[config.mk]
export PLATFORM = sky130hd
export DESIGN_NAME = sha_round_ctrl
export DESIGN_NICKNAME = d
export VERILOG_FILES = /design/src/rtl/sha_round_ctrl.sv
export SDC_FILE = /design/constraint.sdc
export NUM_CORES = 1
export LEC_CHECK = 0
export CELL_PAD_IN_SITES_DETAIL_PLACEMENT = 1
export CELL_PAD_IN_SITES_GLOBAL_PLACEMENT = 2
export CORE_MARGIN = 2
export CORE_UTILIZATION = 29
export DETAILED_ROUTE_END_ITERATION = 16
export PLACE_DENSITY_LB_ADDON = 0.12
export SYNTH_ARGS = -nofsm -noshare
export SYNTH_HDL_FRONTEND = slang
export SYNTH_SLANG_ARGS = --single-unit
[constraint.sdc]
create_clock -name clk_fsm -period 2.55 [get_ports clk_fsm]
set_clock_uncertainty 0.15 [all_clocks]
set_input_delay 0.51 -clock clk_fsm [delete_from_list [all_inputs] [get_ports clk_fsm]]
set_output_delay 0.51 -clock clk_fsm [all_outputs]
set_load 0.02 [all_outputs]
[src/rtl/sha_round_ctrl.sv]
// sha_round_ctrl: SHA-2 round controller with chained multi-block intake and digest hold.
// Define SHA_ROUND_CTRL_ABORT_EN to make abort cancel a message in progress.
module sha_round_ctrl #(
  parameter int ROUNDS     = 64,
  parameter int ROUND_W    = 7,
  parameter int PRE_CYCLES = 1,
  parameter int BLK_W      = 8
) (
  input  logic               clk_fsm,
  input  logic               rst_fsm_n,
  input  logic               block_valid,
  input  logic               block_last,
  output logic               block_ready,
  input  logic               digest_ack,
  input  logic               abort,
  output logic               load_block,
  output logic               init_h,
  output logic               rotate_W,
  output logic               round_enable,
  output logic [ROUND_W-1:0] round,
  output logic               enable_last_addition,
  output logic               digest_valid,
  output logic               busy,
  output logic [BLK_W-1:0]   blk_count
);
  localparam int PRE_W = PRE_CYCLES > 1 ? $clog2(PRE_CYCLES) : 1;
  typedef enum logic [2:0] {IDLE, PRE, RND, LAST_ADD, WAIT_BLK, RESULT} state_t;
  state_t state, nxt;
  logic [PRE_W-1:0] pre_cnt, pre_nxt;
  logic [ROUND_W-1:0] round_nxt;
  logic [BLK_W-1:0] blk_nxt;
  logic last_flag, last_nxt, accept, kill, load_nxt;
  assign accept = block_valid & block_ready;
`ifdef SHA_ROUND_CTRL_ABORT_EN
  assign kill = abort & (state != IDLE);
`else
  logic unused_abort;
  assign unused_abort = abort;
  assign kill = 1'b0;
`endif
  always_comb begin
    nxt = state;
    pre_nxt = '0;
    round_nxt = '0;
    blk_nxt = blk_count;
    last_nxt = last_flag;
    case (state)
      IDLE, WAIT_BLK: if (accept) begin
        nxt = PRE;
        last_nxt = block_last;
        blk_nxt = state == IDLE ? BLK_W'(1) : (&blk_count ? blk_count : blk_count + BLK_W'(1));
      end
      PRE: begin
        pre_nxt = pre_cnt + PRE_W'(1);
        if (pre_cnt == PRE_W'(PRE_CYCLES - 1)) nxt = RND;
      end
      RND: begin
        round_nxt = round + ROUND_W'(1);
        if (round == ROUND_W'(ROUNDS - 1)) begin
          nxt = LAST_ADD;
          round_nxt = '0;
        end
      end
      LAST_ADD: nxt = last_flag ? RESULT : WAIT_BLK;
      RESULT: if (digest_ack) nxt = IDLE;
      default: nxt = IDLE;
    endcase
    if (kill) begin
      nxt = IDLE;
      round_nxt = '0;
      blk_nxt = '0;
    end
    load_nxt = nxt == PRE && (state == IDLE || state == WAIT_BLK);
  end
  // outputs are registered from the next state so they align with it
  always_ff @(posedge clk_fsm) begin
    if (!rst_fsm_n) begin
      state <= IDLE;
      pre_cnt <= '0;
      last_flag <= 1'b0;
      block_ready <= 1'b0;
      load_block <= 1'b0;
      init_h <= 1'b0;
      rotate_W <= 1'b0;
      round_enable <= 1'b0;
      round <= '0;
      enable_last_addition <= 1'b0;
      digest_valid <= 1'b0;
      busy <= 1'b0;
      blk_count <= '0;
    end else begin
      state <= nxt;
      pre_cnt <= pre_nxt;
      last_flag <= last_nxt;
      block_ready <= nxt == IDLE || nxt == WAIT_BLK;
      load_block <= load_nxt;
      init_h <= load_nxt && blk_nxt == BLK_W'(1);
      rotate_W <= nxt == PRE || nxt == RND;
      round_enable <= nxt == RND;
      round <= round_nxt;
      enable_last_addition <= nxt == LAST_ADD;
      digest_valid <= nxt == RESULT;
      busy <= nxt != IDLE;
      blk_count <= blk_nxt;
    end
  end
endmodule

* Word level (Yosys, flattened, before mapping) *
Index checks and enable logic that the tools add are counted.

storage, ports and cells
  register bits after elaboration = 28
  output and inout port bits = 23
  word-level logic and storage cells = 54

operators by class
  add/sub/neg operators = 3
  equal/unequal tests = 12
  multiplexer cells = 10
  bitwise operators = 3
  reductions and logical operators = 13

operators with widths
  operator                                             count
  two-way mux 8 bit                                    4
  case mux 3 bit (5 select lines)                      1
  equality test 3 x 2 -> 1 bit, second input constant  4
  equality test 3 bit, second input constant           4
  two-way mux 3 bit                                    4
  adder 8 x 1 -> 8 bit, second input constant          1
  equality test 8 x 1 -> 1 bit, second input constant  1
  AND reduction 8 bit                                  1
  adder 7 x 1 -> 7 bit, second input constant          1
  equality test 7 x 6 -> 1 bit, second input constant  1
  equality test 3 x 1 -> 1 bit, second input constant  2
  zero test 3 bit                                      2
  AND reduction 2 bit                                  2
  logical OR 1 bit                                     3
  nonzero test 3 bit                                   1
  OR reduction 3 bit                                   1
  logical AND 1 bit                                    2
  inverter 1 bit                                       2
  OR reduction 2 bit                                   1
  adder 1 bit, second input constant                   1
  AND 1 bit                                            1
  two-way mux 1 bit                                    1

* Depth between registers and ports, before layout *
Gate-level depths: netlist (run 1).

  word-level depth = 7
  depth in mapped cells = 7
  mapped depth without buffers = 6

* Worst setup path before layout (run 1) *
Ideal clock, no wire load.

  kind = reg-to-reg
  start = reg round[0]
  end = reg init_h
  arrival time = 2,004 ps
  slack = 309 ps
  stages on the path, launching flop included = 7
  buffers on the path = 0
  period minus slack after synthesis = 2,241 ps
  cell sequence = dfxtp_1 > ha_1 > nand3_1 > or3_4 > o311ai_4 > nand4_1 > nor4_2

on the way
  word-level cells in the longest chain between the ends = 6

RTL lines
  what                             line  text
  start: declaration               20    output logic [ROUND_W-1:0] round,
  start signal: assignment         100   round <= round_nxt;
  equality test 7 x 6 -> 1 bit     59    if (round == ROUND_W'(ROUNDS - 1)) begin
  two-way mux 3 bit                59
  case mux 3 bit (5 select lines)  47    case (state)
  equality test 3 x 1 -> 1 bit     73    load_nxt = nxt == PRE && (state == IDLE || state == WAIT_BLK);
  logical AND 1 bit                73
  logical AND 1 bit                97    init_h <= load_nxt && blk_nxt == BLK_W'(1);
  end signal: assignment           83    init_h <= 1'b0;
  end signal: assignment           97
  end: declaration                 17    output logic init_h,

No other way between the ends.
A chain may end at the register's enable or synchronous reset.

* Final worst setup path (run 1) *
Ends and elaborated chain as after synthesis.

==> results of run 1 <==
-- critical path: stages (launching register included) --
cell      delay (ns)
dfxtp_1         0.41
ha_1            0.22
nand3_1         0.15
or3_4           0.42
o311ai_4        0.44
nand4_1         0.21
nor4_2          0.29
-- placed cells by master, fill, tap and decap left out, types with 3 or more instances in the layout --
cell	Yosys	final
a21oi_1	7	7
a41oi_1	4	4
and2_1	9	9
and3_1	5	5
buf_4	0	9
clkbuf_8	0	4
clkdlybuf4s50_1	0	27
dfxtp_1	28	28
inv_1	7	7
nand2_1	11	11
nand2b_1	3	3
nand3_1	5	5
nand4_1	4	4
nor2_1	9	9
nor2b_1	3	3
nor3_1	4	4
o21ai_0	6	6
o31ai_1	3	3
xnor2_1	3	3
-- worst max-delay path by stage --
stage                        startpoint                 to  slack (ns)  cells past startpoint
floorplan           round[0]$_SDFF_PP0_  init_h$_SDFF_PN0_        0.31                      6
global placement            block_valid  init_h$_SDFF_PN0_       -0.12                      7
detailed placement          block_valid  init_h$_SDFF_PN0_       -0.12                      7
CTS                 round[0]$_SDFF_PP0_  init_h$_SDFF_PN0_        0.15                      6
global route        round[0]$_SDFF_PP0_  init_h$_SDFF_PN0_        0.01                      6
finish              round[0]$_SDFF_PP0_  init_h$_SDFF_PN0_        0.17                      6
-- area by class of cell --
type	instances	area [µm²]	share of cell area, %
clock buffers	4	55.05	3.181
well taps	52	65.06	3.760
multi-input cells	105	685.7	39.62
repair buffers	36	337.8	19.52
inverters	7	26.28	1.518
flip-flops and latches	28	560.5	32.39
-- power groups by stage --
stage / clock [µW] / combinational [µW] / sequential [µW]
after floorplan: 0 / 49.1 / 482
after global placement: 0 / 116 / 470
after detailed placement: 0 / 118 / 470
after CTS: 288 / 119 / 460
after global routing: 308 / 128 / 463
final: 274 / 117 / 460
-- layer usage --
| metal | share of wire (%) | global-route usage (%) |
|---|---|---|
| met1 | 45 | 16.94 |
| met2 | 50 | 24.92 |
| met3 | 3.3 | 2.422 |
| met4 | 1.2 | 3.774 |
| met5 | 0 | 0 |
-- cells by family after synthesis --
group,count (synthesis),share of synthesized area (%)
and+or+nand+nor,66,29.80
AOI/OAI and AO/OA,33,18.42
DFF,28,43.20
buffers and inverters,13,3.954
xor gates and xnor gates,4,2.701
adders and majority gates,2,1.928
-- through the flow --
stage	total power, µW	setup slack (ns)	instance area [µm²]	cells
after global routing	899.2	0.01375	1730	232
after detailed placement	588.9	-0.1158	1675	228
after CTS	866.7	0.1451	1730	232
after floorplan	531.2	0.3085	1297	146
after global placement	586.2	-0.1189	1675	228
final	851.0	0.1710	1730	232
==> run_results.csv, run 1 <==
group,metric,value,unit
run_status,status,"complete, no violations",
clocking,clk_pin_slew,0.09,ns
clocking,postCtsResizedCells,0,
timing,rsz0062_at_grt,"no",
final_layout,nets,189,
setup_path,crit_path_start_kind,"register",
die,ios,29,
synthesis,synth_flop_cell,"dfxtp_1",
clocking,post_cts_buffers,0,
setup_path,rr_endpoint,"init_h$_SDFF_PN0_",
placement,place.gp.congestion,0.7715,
synthesis,yosys-top-cells-area,"dfxtp_1 (43%), and2_1 (4.3%), nand2_1 (3.2%)",
setup_path,worstReg2RegStart,"round[0]$_SDFF_PP0_",
setup_path,cp_max_fo,8,
power_and_ir_drop,switching_share,24.22,%
die,die_w,70.89,µm
synthesis,yosysSeqAreaShare,43.20,%
route,first_iter_violations,40,
timing,fin_crit,2.379,ns
die,row_count,24,
timing,slew_headroom,70.93,%
synthesis,yosys.cell_count.top_type,"dfxtp_1",
global_routing,grt_pass1_wl,5699,µm
timing,setup_viol,0,
route,routedWlPerCell,14.21,µm
synthesis,synth_warnings,0,
die,die_h,70.89,µm
power_and_ir_drop,power_switching,206.1,µW
clocking,cts_root_buf,"clkbuf_8",
final_layout,reg_top3,"blk_count x8, round x7, state x3",
power_and_ir_drop,intPower,644.9,µW
die,initial_utilization,30.01,%
synthesis,synthArstFlopShare,0,%
setup_path,r2r_cells,6,
synthesis,postSynthAreaPerCell,8.887,µm²
synthesis,synth_top_cell_by_area,"dfxtp_1",
route,drc,0,
synthesis,syn_area,1297,µm²
global_routing,grt_max_degree,16,
global_routing,grt_pass1_vias,1213,
global_routing,grt_use_total,13.85,%
hold_path,worstHoldPathCells,1,
placement,post-dp-hpwl,2592,µm
power_and_ir_drop,ir_drop,0.3145,mV
timing,final.setup.tns,0,ns
synthesis,ys_ff_latch,28,
timing,timing.hold.ws,0.3063,ns
setup_path,ff2ff_setup_slack,0.17,ns
synthesis,ys_types,41,
setup_path,crit_arrival,2.42,ns
route,vias,1199,
final_layout,largest_reg_flops,8,
power_and_ir_drop,pwr-share-comb,13.8,%
synthesis,synth_edf_count,0,
global_routing,antenna_found_initial,0,
timing,fin_crit_sh,93.29,%
timing,hold_violations,0,
hold_path,whs_endpoint,"pre_cnt$_SDFF_PN0_",
die,die_area,5025,µm²
clocking,ctsHoldBuffers,0,
clocking,htreeDepth,1,
final_layout,syn2layout_area_growth,33.37,%
power_and_ir_drop,power_frac_seq,54.0,%
route,ant_nets,0,
timing,worst_pin_slew,0.4350,ns
setup_path,crit_type,"reg -> reg",
synthesis,synth_nets,154,
hold_path,min_path_type,"reg -> reg",
placement,io_buffers,27,
clocking,clk_path_buf_depth,2,
die,fp.coreArea,4324,µm²
clocking,clock_sinks,28,
timing,fmax,420.3,MHz
clocking,numCtsBuffers,3,
synthesis,synth_top_area_share,43.20,%
setup_path,endpoint_kind,"register",
route,avgViaCountPerCell,5.168,
route,routed_wl,3296,µm
clocking,cts_tree,"built",
synthesis,syn_inst,146,
final_layout,regMostFlops,"blk_count",
final_layout,drive_gt1_share,10.56,%
synthesis,synthTopCellsByCount,"dfxtp_1 (28), nand2_1 (11), and2_1 (9), nor2_1 (9)",
global_routing,grt.overflow.total,0,
clocking,clk_latency,0.27,ns
final_layout,fin_util,40.02,%
timing,drv_slew,0,
final_layout,fillCellCount,516,
power_and_ir_drop,clock_power_share,32.2,%
hold_path,min_from,"pre_cnt$_SDFF_PN0_",
power_and_ir_drop,power_density,491.8,nW/µm²
final_layout,n_antenna_cell,0,
setup_path,worst_ep_required_time,2.59,ns
job,cap_viol_max_count,0,
power_and_ir_drop,leakagePower,0.0006447,µW
route,drtPass1Iterations,4,
Power figures use the tool's default switching activity.
==> run 2: changes to the inputs <==
Settings changed: CAP_MARGIN from default to 20, PLACE_DENSITY_LB_ADDON 0.12 to 0.1.
==> run 2 against run 1 <==
Net effect: die area unchanged; power grew 0.51%; maximum frequency up 2.9%; design area up 0.43%; flip-flop and latch count unchanged; sequential power about the same; final cell count rose by 0.43%; largest cell class unchanged; largest power group unchanged.
==> run_results.csv, run 2 (synthesis gave the netlist of run 1 again) <==
group,metric,value,unit
run_status,status,"complete, no violations",
clocking,htreeDepth,1,
timing,fin_crit,2.313,ns
final_layout,regMostFlops,"blk_count",
final_layout,final_common_cell,"dfxtp_1",
final_layout,reg_top3,"blk_count x8, round x7, state x3",
setup_path,crit_path_start_kind,"input pin",
placement,post-dp-hpwl,2610,µm
setup_path,crit_type,"in -> reg",
clocking,clock_sinks,28,
die,die_w,70.89,µm
route,drc,0,
timing,hold_violations,0,
clocking,cts_tree,"built",
setup_path,worst_ep_required_time,2.59,ns
clocking,ctsHoldBuffers,0,
timing,slew_headroom,76.46,%
clocking,cts_root_buf,"clkbuf_8",
global_routing,grt_pass1_vias,1194,
global_routing,grt_use_total,14.33,%
global_routing,grt_max_degree,16,
power_and_ir_drop,power_density,492.2,nW/µm²
global_routing,antenna_found_initial,0,
timing,fmax,432.4,MHz
final_layout,drive_gt1_share,11.05,%
route,avgViaCountPerCell,5.094,
timing,setup_viol,0,
clocking,clk_pin_slew,0.10,ns
timing,drv_slew,0,
global_routing,grt.overflow.total,0,
timing,timing.hold.ws,0.3274,ns
timing,rsz0062_at_grt,"no",
placement,pre_cts_ws,-0.07932,ns
timing,final.setup.tns,0,ns
global_routing,grt_pass1_wl,5768,µm
clocking,post_cts_buffers,0,
timing,finalWorstSetupSlack,0.2372,ns
power_and_ir_drop,leakagePower,0.0006500,µW
power_and_ir_drop,ir_drop,0.1936,mV
clocking,clk_path_buf_depth,2,
die,ios,29,
die,die_area,5025,µm²
final_layout,largest_reg_flops,8,
route,drtPass1Iterations,2,
route,routedWlPerCell,14.88,µm
placement,place.gp.congestion,0.8658,
final_layout,fin_util,40.19,%
route,ant_nets,0,
hold_path,min_path_type,"reg -> reg",
job,cap_viol_max_count,0,
die,initial_utilization,30.01,%
route,first_iter_violations,30,
setup_path,endpoint_kind,"register",
die,fp.coreArea,4324,µm²
setup_path,crit_arrival,2.36,ns
clocking,clk_latency,0.27,ns
die,die_h,70.89,µm
final_layout,fillCellCount,516,
setup_path,cp_max_fo,6,
clocking,postCtsResizedCells,0,
final_layout,n_antenna_cell,0,
placement,io_buffers,27,
final_layout,nets,190,
timing,worst_pin_slew,0.3502,ns
clocking,numCtsBuffers,3,
route,routed_wl,3468,µm
final_layout,syn2layout_area_growth,33.94,%
route,vias,1187,
final_layout,layout_common_cells,"dfxtp_1 (28), clkdlybuf4s50_1 (27), nand2_1 (11), buf_4 (10)",
die,row_count,24,
timing,fin_crit_sh,90.70,%
run 2: changes by cell type in the layout (fill, tap and decap cells not counted), sizes merged:
cell,change
buf,+1
run 2: critical path, cell delays in order:
cell	delay [ns]
clkdlybuf4s50_1	0.51
nand4bb_1	0.11
buf_4	0.17
nor4_2	0.25
nor3_1	0.10
or4_1	0.49
nor4_2	0.21
run 2: worst paths after layout:
check / start / to / slack [ns] / cells after the start
worst max-delay path: block_valid / init_h$_SDFF_PN0_ / 0.24 / 7
worst min-delay path: round[0]$_SDFF_PP0_ / round[0]$_SDFF_PP0_ / 0.33 / 1
worst max register to register: blk_count[1]$_SDFF_PN0_ / init_h$_SDFF_PN0_ / 0.33 / 6
worst min register to register: round[0]$_SDFF_PP0_ / round[0]$_SDFF_PP0_ / 0.33 / 1
run 2: stage by stage:
step / instance area (µm²) / power (µW) / instances
2_1_floorplan: 1297 / 531.2 / 146
3_3_place_gp: 1683 / 588.2 / 229
3_5_place_dp: 1683 / 590.2 / 229
4_1_cts: 1738 / 869.9 / 233
5_1_grt: 1738 / 904.2 / 233
6_report: 1738 / 855.4 / 233
run 2: cell type report:
cell class                 count  area, µm²  area share (%)
clock buffer                   4      55.05           3.168
inverter                       7      26.28           1.512
multi-input combinational    105      685.7           39.45
sequential                    28      560.5           32.25
tap                           52      65.06           3.744
timing repair buffer          37      345.3           19.87
run 2: per-layer routing:
layer / wire, µm / part of all wire [%] / GRT usage (%) / vias to the layer above
li1: - / - / - / 596
met1: 1785 / 51 / 20.32 / 570
met2: 1573 / 45 / 22.85 / 17
met3: 80 / 2.3 / 2.137 / 4
met4: 29 / 0.84 / 3.774 / 0
met5: 0 / 0 / 0 / -
run 2: report_power, final:
group	leakage, µW	internal, µW	switching (µW)
clock	0.0000288	138	137
combinational	0.000394	58.1	62.1
sequential	0.000227	450	9.47
==> run 3: changes to the inputs <==
Settings changed: CORE_MARGIN 2 to default, CTS_CLUSTER_SIZE from default to 14, SKIP_LAST_GASP from default to 1.
==> run 3 against run 2 <==
Net effect: routed wire length decreased by 3.3%; sequential share of layout area decreased by 0.50 points; flip-flop and latch count unchanged; maximum frequency decreased by 2.1%; first-iteration DRC count increased by 100%; global-route usage increased by 1.3 points; clock power about the same; register-to-register slack got worse by 0.07 ns; non-clock buffer count increased by 4; setup slack got worse by 0.049 ns; critical endpoint unchanged; largest cell class unchanged; largest power group unchanged; highest routed layer unchanged.
==> run_results.csv, run 3 (synthesis gave the netlist of run 1 again) <==
group,metric,value,unit
run_status,status,"complete, no violations",
final_layout,syn2layout_area_growth,36.07,%
final_layout,final_common_cell,"dfxtp_1",
final_layout,reg_top3,"blk_count x8, round x7, state x3",
clocking,cts_root_buf,"clkbuf_8",
setup_path,crit_path_start_kind,"input pin",
clocking,htreeDepth,1,
route,routedWlPerCell,14.27,µm
timing,worst_pin_slew,0.3586,ns
route,ant_nets,0,
timing,slew_headroom,75.89,%
placement,io_buffers,27,
global_routing,grt.overflow.total,0,
final_layout,nets,194,
power_and_ir_drop,power_switching,209.2,µW
power_and_ir_drop,leakagePower,0.0006689,µW
route,drtPass1Iterations,4,
die,ios,29,
timing,setup_viol,0,
die,initial_utilization,31.31,%
die,die_area,4746,µm²
clocking,clk_pin_slew,0.10,ns
timing,final.setup.tns,0,ns
global_routing,grt_pass1_vias,1194,
global_routing,grt_pass1_wl,5444,µm
placement,place.gp.congestion,0.8164,
clocking,cts_tree,"built",
final_layout,instances_no_fill,235,
setup_path,r2r_cells,6,
setup_path,cpMaxStageDelayCell,"or4_1",
placement,place_inst,231,
clocking,clock_sinks,28,
setup_path,cp_common_cell,"buf_4",
route,vias,1188,
die,fp.coreArea,4144,µm²
route,first_iter_violations,61,
route,avgViaCountPerCell,5.055,
clocking,post_cts_buffers,0,
power_and_ir_drop,power_density,486.5,nW/µm²
timing,finalWorstSetupSlack,0.1879,ns
final_layout,regMostFlops,"blk_count",
setup_path,cp_max_fo,7,
setup_path,crit_family,"simple AND/OR/NAND/NOR gates",
setup_path,path_buf_inv,3,
clocking,clk_latency,0.28,ns
timing,fin_crit,2.362,ns
setup_path,worst_ep_required_time,2.60,ns
placement,pre_cts_ws,-0.1052,ns
route,drc,0,
placement,post-dp-hpwl,2536,µm
final_layout,fin_util,42.60,%
setup_path,crit_type,"in -> reg",
power_and_ir_drop,pwr-share-comb,14.2,%
timing,fmax,423.3,MHz
route,routed_wl,3354,µm
timing,hold_violations,0,
power_and_ir_drop,ir_drop,0.2306,mV
timing,fin_crit_sh,92.63,%
final_layout,drive_gt1_share,12.97,%
power_and_ir_drop,power_frac_seq,53.7,%
die,row_count,23,
final_layout,n_antenna_cell,0,
setup_path,endpoint_kind,"register",
hold_path,min_path_type,"reg -> reg",
global_routing,grt_use_total,15.64,%
die,die_w,68.89,µm
power_and_ir_drop,clock_power_share,32.1,%
setup_path,crit_arrival,2.41,ns
timing,rsz0062_at_grt,"no",
final_layout,layout_common_cells,"dfxtp_1 (28), clkdlybuf4s50_1 (27), buf_4 (14), nand2_1 (11)",
final_layout,largest_reg_flops,8,
global_routing,grt_max_degree,16,
hold_path,worstHoldPathCells,1,
setup_path,cp_num_cells,8,
clocking,numCtsBuffers,3,
final_layout,fillCellCount,511,
power_and_ir_drop,switching_share,24.35,%
power_and_ir_drop,intPower,649.7,µW
timing,drv_slew,0,
global_routing,antenna_found_initial,0,
job,cap_viol_max_count,0,
clocking,clk_path_buf_depth,2,
clocking,ctsHoldBuffers,0,
clocking,postCtsResizedCells,0,
setup_path,max_stage_delay,0.52,ns
die,die_h,68.89,µm
setup_path,crit_chain,"clkdlybuf4s50_1 > buf_4 > nor4bb_1 > buf_4 > a41oi_1 > a21oi_1 > or4_1 > nor4_2",
## run 3: cell types whose count changed in the layout (fill, tap and decap cells not counted)
cell | before | now
buf_4 | 10 | 14
## run 3: cell type report
cell class              instances  area, µm²  area share (%)
clock buffers                   4      55.05           3.118
inverters                       7      26.28           1.488
flip-flops and latches         28      560.5           31.75
repair buffers                 41      375.4           21.26
multi-input cells             105      685.7           38.84
well taps                      50      62.56           3.544
## run 3: power by group through the flow
stage	combinational, µW	clock, µW	sequential, µW
after global routing	134	310	463
after global placement	121	0	470
after CTS	124	289	461
after floorplan	49.1	0	482
final	122	276	461
after detailed placement	123	0	471
## run 3: worst paths after layout
check                     startpoint                  to  slack, ns
max                      block_valid   init_h$_SDFF_PN0_       0.19
min               pre_cnt$_SDFF_PN0_  pre_cnt$_SDFF_PN0_       0.31
max reg2reg  blk_count[0]$_SDFF_PN0_   init_h$_SDFF_PN0_       0.26
min reg2reg       pre_cnt$_SDFF_PN0_  pre_cnt$_SDFF_PN0_       0.31
## run 3: routing by layer
layer	GRT usage (%)	wire, µm	share of wire (%)	up-vias
met5	0	0	0	-
met4	6.122	62	1.8	0
met3	2.961	87	2.6	7
met2	25.73	1584	47	20
met1	20.02	1620	48	557
li1	-	-	-	604
## run 3: worst reg2reg max path, stage by stage (launching register included)
cell and delay [ns]:
dfxtp_1 0.47, ha_1 0.36, nand4_1 0.15, o31ai_1 0.23, a21oi_1 0.11, or4_1 0.52, nor4_2 0.22
## run 3: through the flow
| step | total power [µW] | hold WS [ns] | cell area [µm²] |
|---|---|---|---|
| floorplan | 531.2 | 0.2753 | 1297 |
| finish | 858.9 | 0.3117 | 1765 |
| global placement | 591.6 | 0.2880 | 1710 |
| global route | 906.3 | 0.3424 | 1765 |
| CTS | 874.0 | 0.3165 | 1765 |
| detailed placement | 594.2 | 0.3019 | 1710 |
